<file path="src/rtl/regfile_write_arbiter.sv">
// Round-robin arbiter sharing the register-file write port among NREQ writeback sources,
// with R15 writes diverted to a PC-update port. Optional read bypass: define ARB_BYPASS_EN.
module regfile_write_arbiter #(
  parameter int NREQ = 3,
  parameter int DW   = 32,
  parameter int AW   = 4
) (
  input  logic               clk,
  input  logic               reset,
  input  logic [NREQ-1:0]    req,
  input  logic [NREQ*AW-1:0] req_addr,
  input  logic [NREQ*DW-1:0] req_data,
  input  logic               hold,
  output logic [NREQ-1:0]    gnt,
  output logic               we3,
  output logic [AW-1:0]      wa3,
  output logic [DW-1:0]      wd3,
  output logic               pc_we,
  output logic [DW-1:0]      pc_wd,
  output logic               busy
`ifdef ARB_BYPASS_EN
  ,
  input  logic [AW-1:0]      ra1,
  input  logic [AW-1:0]      ra2,
  output logic               fwd1_valid,
  output logic               fwd2_valid,
  output logic [DW-1:0]      fwd1_data,
  output logic [DW-1:0]      fwd2_data
`endif
);

  localparam int PW = $clog2(NREQ);
  localparam logic [AW-1:0] PC_ADDR = AW'(15);

  // Handshake: requester i transfers on the rising edge where req[i] & gnt[i];
  // it holds req/req_addr/req_data stable until then.

  logic [PW-1:0] ptr;
  logic [PW-1:0] gnt_idx;
  logic [PW-1:0] ptr_next;
  logic [AW-1:0] sel_addr;
  logic [DW-1:0] sel_data;

  // Search upward from ptr, wrapping; only req, hold and ptr feed the grant.
  always_comb begin
    int unsigned idx;
    logic found;
    gnt     = '0;
    gnt_idx = '0;
    found   = 1'b0;
    idx     = 0;
    if (reset && !hold) begin
      for (int k = 0; k < NREQ; k++) begin
        idx = (int'(ptr) + k) % NREQ;
        if (!found && req[idx]) begin
          found        = 1'b1;
          gnt[idx]     = 1'b1;
          gnt_idx      = PW'(idx);
        end
      end
    end
  end

  assign sel_addr = req_addr[gnt_idx*AW +: AW];
  assign sel_data = req_data[gnt_idx*DW +: DW];
  assign ptr_next = (gnt_idx == PW'(NREQ-1)) ? '0 : gnt_idx + PW'(1);

  always_ff @(posedge clk or negedge reset) begin
    if (!reset) begin
      ptr   <= '0;
      we3   <= 1'b0;
      wa3   <= '0;
      wd3   <= '0;
      pc_we <= 1'b0;
      pc_wd <= '0;
    end else if (|gnt) begin
      ptr <= ptr_next;
      wa3 <= sel_addr;
      wd3 <= sel_data;
      if (sel_addr == PC_ADDR) begin
        we3   <= 1'b0;
        pc_we <= 1'b1;
        pc_wd <= sel_data;
      end else begin
        we3   <= 1'b1;
        pc_we <= 1'b0;
      end
    end else begin
      we3   <= 1'b0;
      pc_we <= 1'b0;
    end
  end

  assign busy = (|req) | we3 | pc_we;

`ifdef ARB_BYPASS_EN
  // Reads see the pending write one cycle before the register file commits it.
  assign fwd1_valid = we3 && (ra1 == wa3) && (ra1 != PC_ADDR);
  assign fwd2_valid = we3 && (ra2 == wa3) && (ra2 != PC_ADDR);
  assign fwd1_data  = wd3;
  assign fwd2_data  = wd3;
`endif

endmodule
</file>
<file path="config.mk">
export PLATFORM = sky130hd
export DESIGN_NAME = regfile_write_arbiter
export DESIGN_NICKNAME = d
export VERILOG_FILES = /design/src/rtl/regfile_write_arbiter.sv
export SDC_FILE = /design/constraint.sdc
export NUM_CORES = 1
export LEC_CHECK = 0
export CAP_MARGIN = 30
export CORE_MARGIN = 2
export CORE_UTILIZATION = 30
export CTS_CLUSTER_SIZE = 28
export DETAILED_ROUTE_END_ITERATION = 8
export PLACE_DENSITY = 0.62
export SYNTH_ARGS = -nofsm -noshare
export SYNTH_HDL_FRONTEND = slang
export SYNTH_SLANG_ARGS = --single-unit
</file>
<file path="constraint.sdc">
create_clock -name clk -period 3.5 [get_ports clk]
set_input_delay 0.875 -clock clk [delete_from_list [all_inputs] [get_ports clk]]
set_output_delay 0.875 -clock clk [all_outputs]
set_load 0.02 [all_outputs]
</file>
==> load_flow_metrics.sql, run 1 <==
INSERT INTO impl_metrics (metric_group, metric, value, unit) VALUES
('cells_and_area', 'multi_input_gate_area', '0.00181', 'mm²'),
('sta', 'tightest_slew', '0.937', 'ns'),
('clocking', 'clock_tree.buffer_depth', '2', ''),
('power', 'total_leakage_power', '2.74', 'nW'),
('floorplan', 'initial_utilization', '0.307', ''),
('floorplan', 'die_footprint', '0.0133', 'mm²'),
('outcome', 'status', 'finished, final reports clean', ''),
('routing', 'routed_wire_length_per_instance', '16.5', 'µm'),
('sta', 'setup_viol', '0', ''),
('power', 'design_power_total', '5.26', 'mW'),
('sta', 'max_freq', '295', 'MHz'),
('run', 'max-cap-violations', '0', ''),
('synth', 'synthesis.nets', '433', ''),
('cells_and_area', 'post_layout_net_count', '642', ''),
('place', 'hpwl_dp', '8.75', 'mm'),
('clocking', 'cts_buffers', '9', ''),
('synth', 'yosysUniqueCellTypes', '41', ''),
('global_route', 'groute.usage.overall', '0.178', ''),
('cells_and_area', 'final_design_area_no_fill', '0.00628', 'mm²'),
('power', 'power_switching_share', '0.355', ''),
('clocking', 'clock-root-buffer', 'clkbuf_16', ''),
('sta', 'time_the_worst_path_needs_with_i_o_delays_and_setup', '3.39', 'ns'),
('routing', 'ant_nets', '0', ''),
('synth', 'gate_count_after_technology_mapping', '315', ''),
('sta', 'rsz0062_at_grt', 'true', ''),
('critical_path', 'r2r_cells', '13', ''),
('cells_and_area', 'fillCellCount', '1092', ''),
('routing', 'drc_errors', '0', ''),
('cells_and_area', 'sequential_cell_area', '0.00180', 'mm²'),
('synth', 'synth_edf_count', '0', ''),
('cells_and_area', 'antenna_cells_inserted', '0', ''),
('cells_and_area', 'post_route_cells_drive_above_1_share', '0.227', ''),
('critical_path', 'cp.required', '3.71', 'ns'),
('cells_and_area', 'layout_commonest_cell', 'clkdlybuf4s50_1', ''),
('power', 'internal_power', '3.39', 'mW'),
('floorplan', 'boundaryPins', '188', ''),
('routing', 'drt_pass1_iterations', '5', ''),
('floorplan', 'design.core.area', '0.0121', 'mm²'),
('sta', 'hold_violations', '0', ''),
('power', 'clkPwrFrac', '0.192', ''),
('floorplan', 'fp-row-count', '40', ''),
('floorplan', 'floorplan.die.width', '115', 'µm'),
('critical_path', 'endpoint_kind', 'flop', ''),
('hold_path', 'worst_hold_startpoint', 'wd3[11]', ''),
('sta', 'timing.hold.ws', '0.503', 'ns'),
('routing', 'first_iter_violations', '184', ''),
('routing', 'totalWireLength', '11.5', 'mm'),
('synth', 'synth_ff_type', 'dfrtp_1', ''),
('clocking', 'cts_max_level', '3', ''),
('critical_path', 'regToRegEndpoint', 'pc_wd[1]', ''),
('critical_path', 'regToRegSetupSlack', '0.29', 'ns'),
('synth', 'yosys_warnings', '0', ''),
('cells_and_area', 'mostFrequentLayoutCells', 'clkdlybuf4s50_1 (183), dfrtp_1 (72), nand2_1 (70)', ''),
('power', 'comb_power_share', '0.535', ''),
('synth', 'yosysSeqAreaShare', '0.486', ''),
('routing', 'routed_via_density', '4.73', ''),
('place', 'gp_congestion', '0.881', ''),
('cells_and_area', 'utilization', '0.520', ''),
('clocking', 'number_of_buffers_inserted_for_hold_repair_after_clock_tree_synthesis', '0', ''),
('global_route', 'grt_first_pass_wirelength', '18.1', 'mm'),
('hold_path', 'worst_hold_path_cell_count', '1', ''),
('power', 'seqPwrFrac', '0.273', ''),
('sta', 'worst_slew_margin_rel', '0.376', ''),
('global_route', 'antenna_found_initial', '0', ''),
('global_route', 'pin_count_of_the_biggest_net_entering_global_routing', '73', ''),
('clocking', 'cts.sink_count', '72', ''),
('power', 'vdd.ir_drop.worst', '0.354', 'mV'),
('critical_path', 'timing.rr.start', 'ptr[1]', ''),
('clocking', 'clkLatencyLatePin', '0.33', 'ns'),
('routing', 'routed-via-count', '3294', ''),
('synth', 'netlist_area', '0.00371', 'mm²');
cell families (layout without fill, tap and decap cells):
group,count (synthesis),count (layout),synth area share
and+or+nand+nor,87,87,0.105
muxes,70,70,0.241
buffers and inverters,22,236,0.0314
adders and majority gates,4,4,0.0135
AOI/OAI and AO/OA,60,60,0.124
DFF,72,72,0.486
Yosys cell counts (all sizes together), types with 2 or more instances:
cell type | instances | area, µm²
nand2 | 70 | 263
a22oi | 34 | 255
nor2b | 2 | 12.5
o21ai | 2 | 10.0
a21oi | 7 | 38.8
nand2b | 3 | 18.8
ha | 4 | 50.1
inv | 5 | 18.8
nor4 | 6 | 52.6
dfrtp | 72 | 1800
mux2i | 3 | 30.0
mux2 | 67 | 863
a31oi | 2 | 12.5
nor2 | 2 | 10.0
buf | 7 | 60.1
a22o | 2 | 17.5
clkbuf | 10 | 37.5
state kept, by name (all words and copies together), names as in the netlist:
register  cells
pc_wd        32
pc_we         1
ptr           2
wa3           4
wd3          32
we3           1
per-layer routing:
| metal | part of all wire | GRT usage | wire length (µm) |
|---|---|---|---|
| met1 | 0.41 | 0.216 | 4710 |
| met2 | 0.51 | 0.306 | 5820 |
| met3 | 0.072 | 0.0564 | 830 |
| met4 | 0.010 | 0.0442 | 116 |
| met5 | 0 | 0 | 0 |
worst max-delay path, stage by stage:
cell and delay [ns]:
clkdlybuf4s50_1 0.48, mux2i_1 0.28, buf_4 0.17, o22ai_1 0.07, a21o_1 0.21, a21oi_4 0.25, a32o_1 0.21, a21oi_1 0.08
nor4_4 0.27, buf_4 0.18, buf_12 0.18, mux2_2 0.35
per-stage QoR:
step                worst slack [ns]  cells
floorplan                      0.163    315
global placement              -0.285    680
detailed placement            -0.326    680
CTS                          0.00330    696
global route                 -0.0210    697
finish                         0.112    697
power by group through the flow:
stage | clock, mW | sequential, mW | combinational (mW)
final | 1.01 | 1.44 | 2.81
after global routing | 1.07 | 1.48 | 3.00
after CTS | 1.04 | 1.44 | 2.85
after detailed placement | 0 | 1.44 | 2.84
after global placement | 0 | 1.42 | 2.82
after floorplan | 0 | 1.87 | 1.09
worst max path at each step:
stage               slack [ns]   start   endpoint
global placement         -0.29  req[1]   pc_wd[0]
detailed placement       -0.33  req[1]   pc_wd[1]
finish                    0.11  req[1]   pc_wd[1]
CTS                      0.003  req[1]   pc_wd[1]
global route             -0.02  req[1]   pc_wd[1]
floorplan                 0.16  req[2]  pc_wd[10]
layout make-up:
| cell class | count | area share |
|---|---|---|
| inverters | 5 | 0.00299 |
| clock inverters | 2 | 0.00957 |
| multi-input cells | 221 | 0.288 |
| repair buffers | 215 | 0.335 |
| flip-flops and latches | 72 | 0.287 |
| clock buffers | 14 | 0.0437 |
| well taps | 168 | 0.0335 |
timing repair:
item,in CTS,in global routing
resized for setup,5,5
buffers inserted,0,1
endpoints found under the setup margin,3,35
gates cloned,0,0
pin swaps,0,1
Power figures use the tool's default switching activity.
==> inputs of run 2 (changes only) <==
--- a/config.mk
+++ b/config.mk
@@ -6,11 +6,10 @@
 export NUM_CORES = 1
 export LEC_CHECK = 0
 export CAP_MARGIN = 30
-export CORE_MARGIN = 2
-export CORE_UTILIZATION = 30
+export CORE_UTILIZATION = 37
 export CTS_CLUSTER_SIZE = 28
 export DETAILED_ROUTE_END_ITERATION = 8
-export PLACE_DENSITY = 0.62
+export PLACE_DENSITY = 0.74
 export SYNTH_ARGS = -nofsm -noshare
 export SYNTH_HDL_FRONTEND = slang
 export SYNTH_SLANG_ARGS = --single-unit
==> run 2 against run 1 <==
Compared with the run above:
- worst hold slack got worse by 0.011 ns
- clock power down 20%
- highest routed layer unchanged
- routed wire length shrank 2.4%
- clock skew is 0.0081 ns higher
- via count up 0.88%
- sequential share of layout area decreased by 0.14 points
- critical endpoint is now gnt[1]
==> load_flow_metrics.sql, run 2 (synthesis results as in run 1) <==
INSERT INTO impl_metrics (metric_group, metric, value, unit) VALUES
('clocking', 'cts_max_level', '3', ''),
('floorplan', 'initial_utilization', '0.381', ''),
('sta', 'post-route-period-util', '0.978', ''),
('critical_path', 'cp.arrival', '2.55', 'ns'),
('place', 'hpwl_dp', '7.99', 'mm'),
('power', 'clkPwrFrac', '0.158', ''),
('power', 'power_switching_share', '0.364', ''),
('run', 'max-cap-violations', '0', ''),
('routing', 'uppermost_signal_routing_layer_after_detailed_routing', 'met4', ''),
('critical_path', 'endpoint_kind', 'output port', ''),
('sta', 'setup_viol', '0', ''),
('cells_and_area', 'layout_commonest_cell', 'clkdlybuf4s50_1', ''),
('routing', 'drt-met1-wl', '4.68', 'mm'),
('routing', 'routed_wire_length_per_instance', '16.6', 'µm'),
('sta', 'time_the_worst_path_needs_with_i_o_delays_and_setup', '3.42', 'ns'),
('cells_and_area', 'fillCellCount', '800', ''),
('global_route', 'pin_count_of_the_biggest_net_entering_global_routing', '73', ''),
('power', 'vdd.ir_drop.worst', '0.410', 'mV'),
('cells_and_area', 'antenna_cells_inserted', '0', ''),
('power', 'seqPwrFrac', '0.280', ''),
('routing', 'met3_wl_post_dr', '632', 'µm'),
('floorplan', 'design.core.area', '0.00973', 'mm²'),
('sta', 'hold_violations', '0', ''),
('power', 'netSwitchingPower', '1.86', 'mW'),
('routing', 'drt_pass1_iterations', '5', ''),
('routing', 'routed-wl-met2', '5.58', 'mm'),
('global_route', 'groute.usage.overall', '0.222', ''),
('floorplan', 'die_height', '102', 'µm'),
('place', 'pre_cts_ws', '-0.432', 'ns'),
('sta', 'max_clock_skew', '0.0148', 'ns'),
('sta', 'worst_slew_margin_rel', '0.406', ''),
('routing', 'routed_via_density', '4.92', ''),
('clocking', 'clock_tree.buffer_depth', '2', ''),
('global_route', 'antenna_found_initial', '0', ''),
('clocking', 'clk_pin_slew', '0.07', 'ns'),
('cells_and_area', 'top_regs', 'pc_wd: 32 flops, wd3: 32 flops, wa3: 4 flops', ''),
('hold_path', 'hp-class', 'flop to flop', ''),
('global_route', 'grt_first_pass_wirelength', '17.3', 'mm'),
('power', 'internal_power', '3.24', 'mW'),
('routing', 'routed-via-count', '3323', ''),
('routing', 'totalWireLength', '11.2', 'mm'),
('power', 'total_leakage_power', '2.78', 'nW'),
('critical_path', 'regToRegEndpoint', 'pc_wd[21]', ''),
('power', 'power.density', '808', 'mW/mm²'),
('critical_path', 'path_max_fanout', '5', ''),
('clocking', 'cts_buffers', '9', ''),
('critical_path', 'r2r_cells', '14', ''),
('place', 'gp_congestion', '0.884', ''),
('sta', 'rsz0062_at_grt', 'false', ''),
('hold_path', 'worst_hold_path_cell_count', '1', ''),
('cells_and_area', 'post_layout_net_count', '655', ''),
('clocking', 'number_of_buffers_inserted_for_hold_repair_after_clock_tree_synthesis', '0', ''),
('floorplan', 'boundaryPins', '188', ''),
('clocking', 'tritoncts', 'done', ''),
('sta', 'fin_ws', '0.0762', 'ns'),
('hold_path', 'worst_hold_startpoint', 'pc_wd[31]', ''),
('cells_and_area', 'flow.area_growth_from_synthesis', '70.0', '%'),
('cells_and_area', 'post_route_cells_drive_above_1_share', '0.258', ''),
('clocking', 'cts.sink_count', '72', ''),
('hold_path', 'worstHoldEndpoint', 'pc_wd[31]', ''),
('sta', 'max_freq', '292', 'MHz'),
('clocking', 'clkLatencyLatePin', '0.35', 'ns'),
('floorplan', 'fp-row-count', '36', ''),
('routing', 'drc_errors', '0', ''),
('routing', 'first_iter_violations', '92', ''),
('power', 'design_power_total', '5.09', 'mW'),
('place', 'place.port_buffers', '187', ''),
('critical_path', 'setup.worst_path.class', 'input pin to output port', ''),
('outcome', 'status', 'finished, final reports clean', ''),
('sta', 'tightest_slew', '0.892', 'ns'),
('floorplan', 'floorplan.die.width', '102', 'µm'),
('critical_path', 'cp.required', '2.62', 'ns'),
('power', 'comb_power_share', '0.562', ''),
('routing', 'ant_nets', '0', ''),
('critical_path', 'regToRegSetupSlack', '0.24', 'ns'),
('sta', 'timing.hold.ws', '0.493', 'ns'),
('cells_and_area', 'mostFrequentLayoutCells', 'clkdlybuf4s50_1 (182), dfrtp_1 (72), nand2_1 (70)', ''),
('clocking', 'clock-root-buffer', 'clkbuf_8', ''),
('global_route', 'globalRouteOverflowTotal', '0', ''),
('global_route', 'grt_pass1_vias', '3382', ''),
('critical_path', 'timing.rr.start', 'ptr[1]', ''),
('critical_path', 'setup.worst_path.start_class', 'input pin', ''),
('sta', 'final_max_tran_viols', '0', ''),
('floorplan', 'die_footprint', '0.0104', 'mm²');
run 2: final cells by class:
class | count | area (µm²) | area share
Clock buffer | 11 | 141 | 0.0224
Clock inverter | 5 | 104 | 0.0165
Inverter | 5 | 18.8 | 0.00298
Multi-Input combinational cell | 221 | 1860 | 0.295
Sequential cell | 72 | 1800 | 0.286
Tap cell | 133 | 166 | 0.0264
Timing Repair Buffer | 228 | 2220 | 0.351
run 2: how the worst max path moves through the flow:
stage,start,endpoint,slack [ns],cells past startpoint
floorplan,req[2],pc_wd[10],0.16,9
detailed placement,req[0],pc_wd[0],-0.43,10
global route,req[2],gnt[2],0.003,7
CTS,req[0],pc_wd[29],0.008,12
global placement,req[2],pc_wd[0],-0.34,11
finish,req[1],gnt[1],0.08,6
run 2: critical path: stages:
cell and delay [ns]:
clkdlybuf4s50_1 0.55, mux2i_4 0.11, o21a_2 0.25, nand2b_1 0.15
a21oi_1 0.23, dlygate4sd2_1 0.38
run 2: per-stage QoR:
| step | util | cell area (µm²) | setup TNS [ns] | std cells |
|---|---|---|---|---|
| 2_1_floorplan | - | 3710 | 0 | 315 |
| 5_1_grt | 0.648 | 6310 | 0 | 675 |
| 4_1_cts | 0.644 | 6260 | 0 | 674 |
| 3_3_place_gp | 0.607 | 5900 | -10.43 | 648 |
| 6_report | 0.648 | 6310 | 0 | 675 |
| 3_5_place_dp | 0.607 | 5900 | -15.85 | 648 |
run 2: timing repair:
item / in CTS / in global routing
setup endpoints to repair: 35 / 35
setup buffers: 8 / 1
pin swaps: 4 / 1
endpoints found under the hold margin: 0 / 0
gates resized for setup: 11 / 8
gates cloned: 2 / 0
run 2: power groups by stage:
stage / clock network (mW) / registers (mW) / logic, mW
floorplan: 0 / 1.87 / 1.09
global placement: 0 / 1.43 / 2.74
detailed placement: 0 / 1.43 / 2.80
CTS: 0.824 / 1.43 / 2.85
global route: 0.865 / 1.48 / 3.05
finish: 0.805 / 1.42 / 2.86
run 2: metal layers:
layer | track usage | vias up
met1 | 0.271 | 1596
met4 | 0.0857 | 0
met5 | 0 | -
met2 | 0.373 | 121
li1 | - | 1583
met3 | 0.0602 | 23
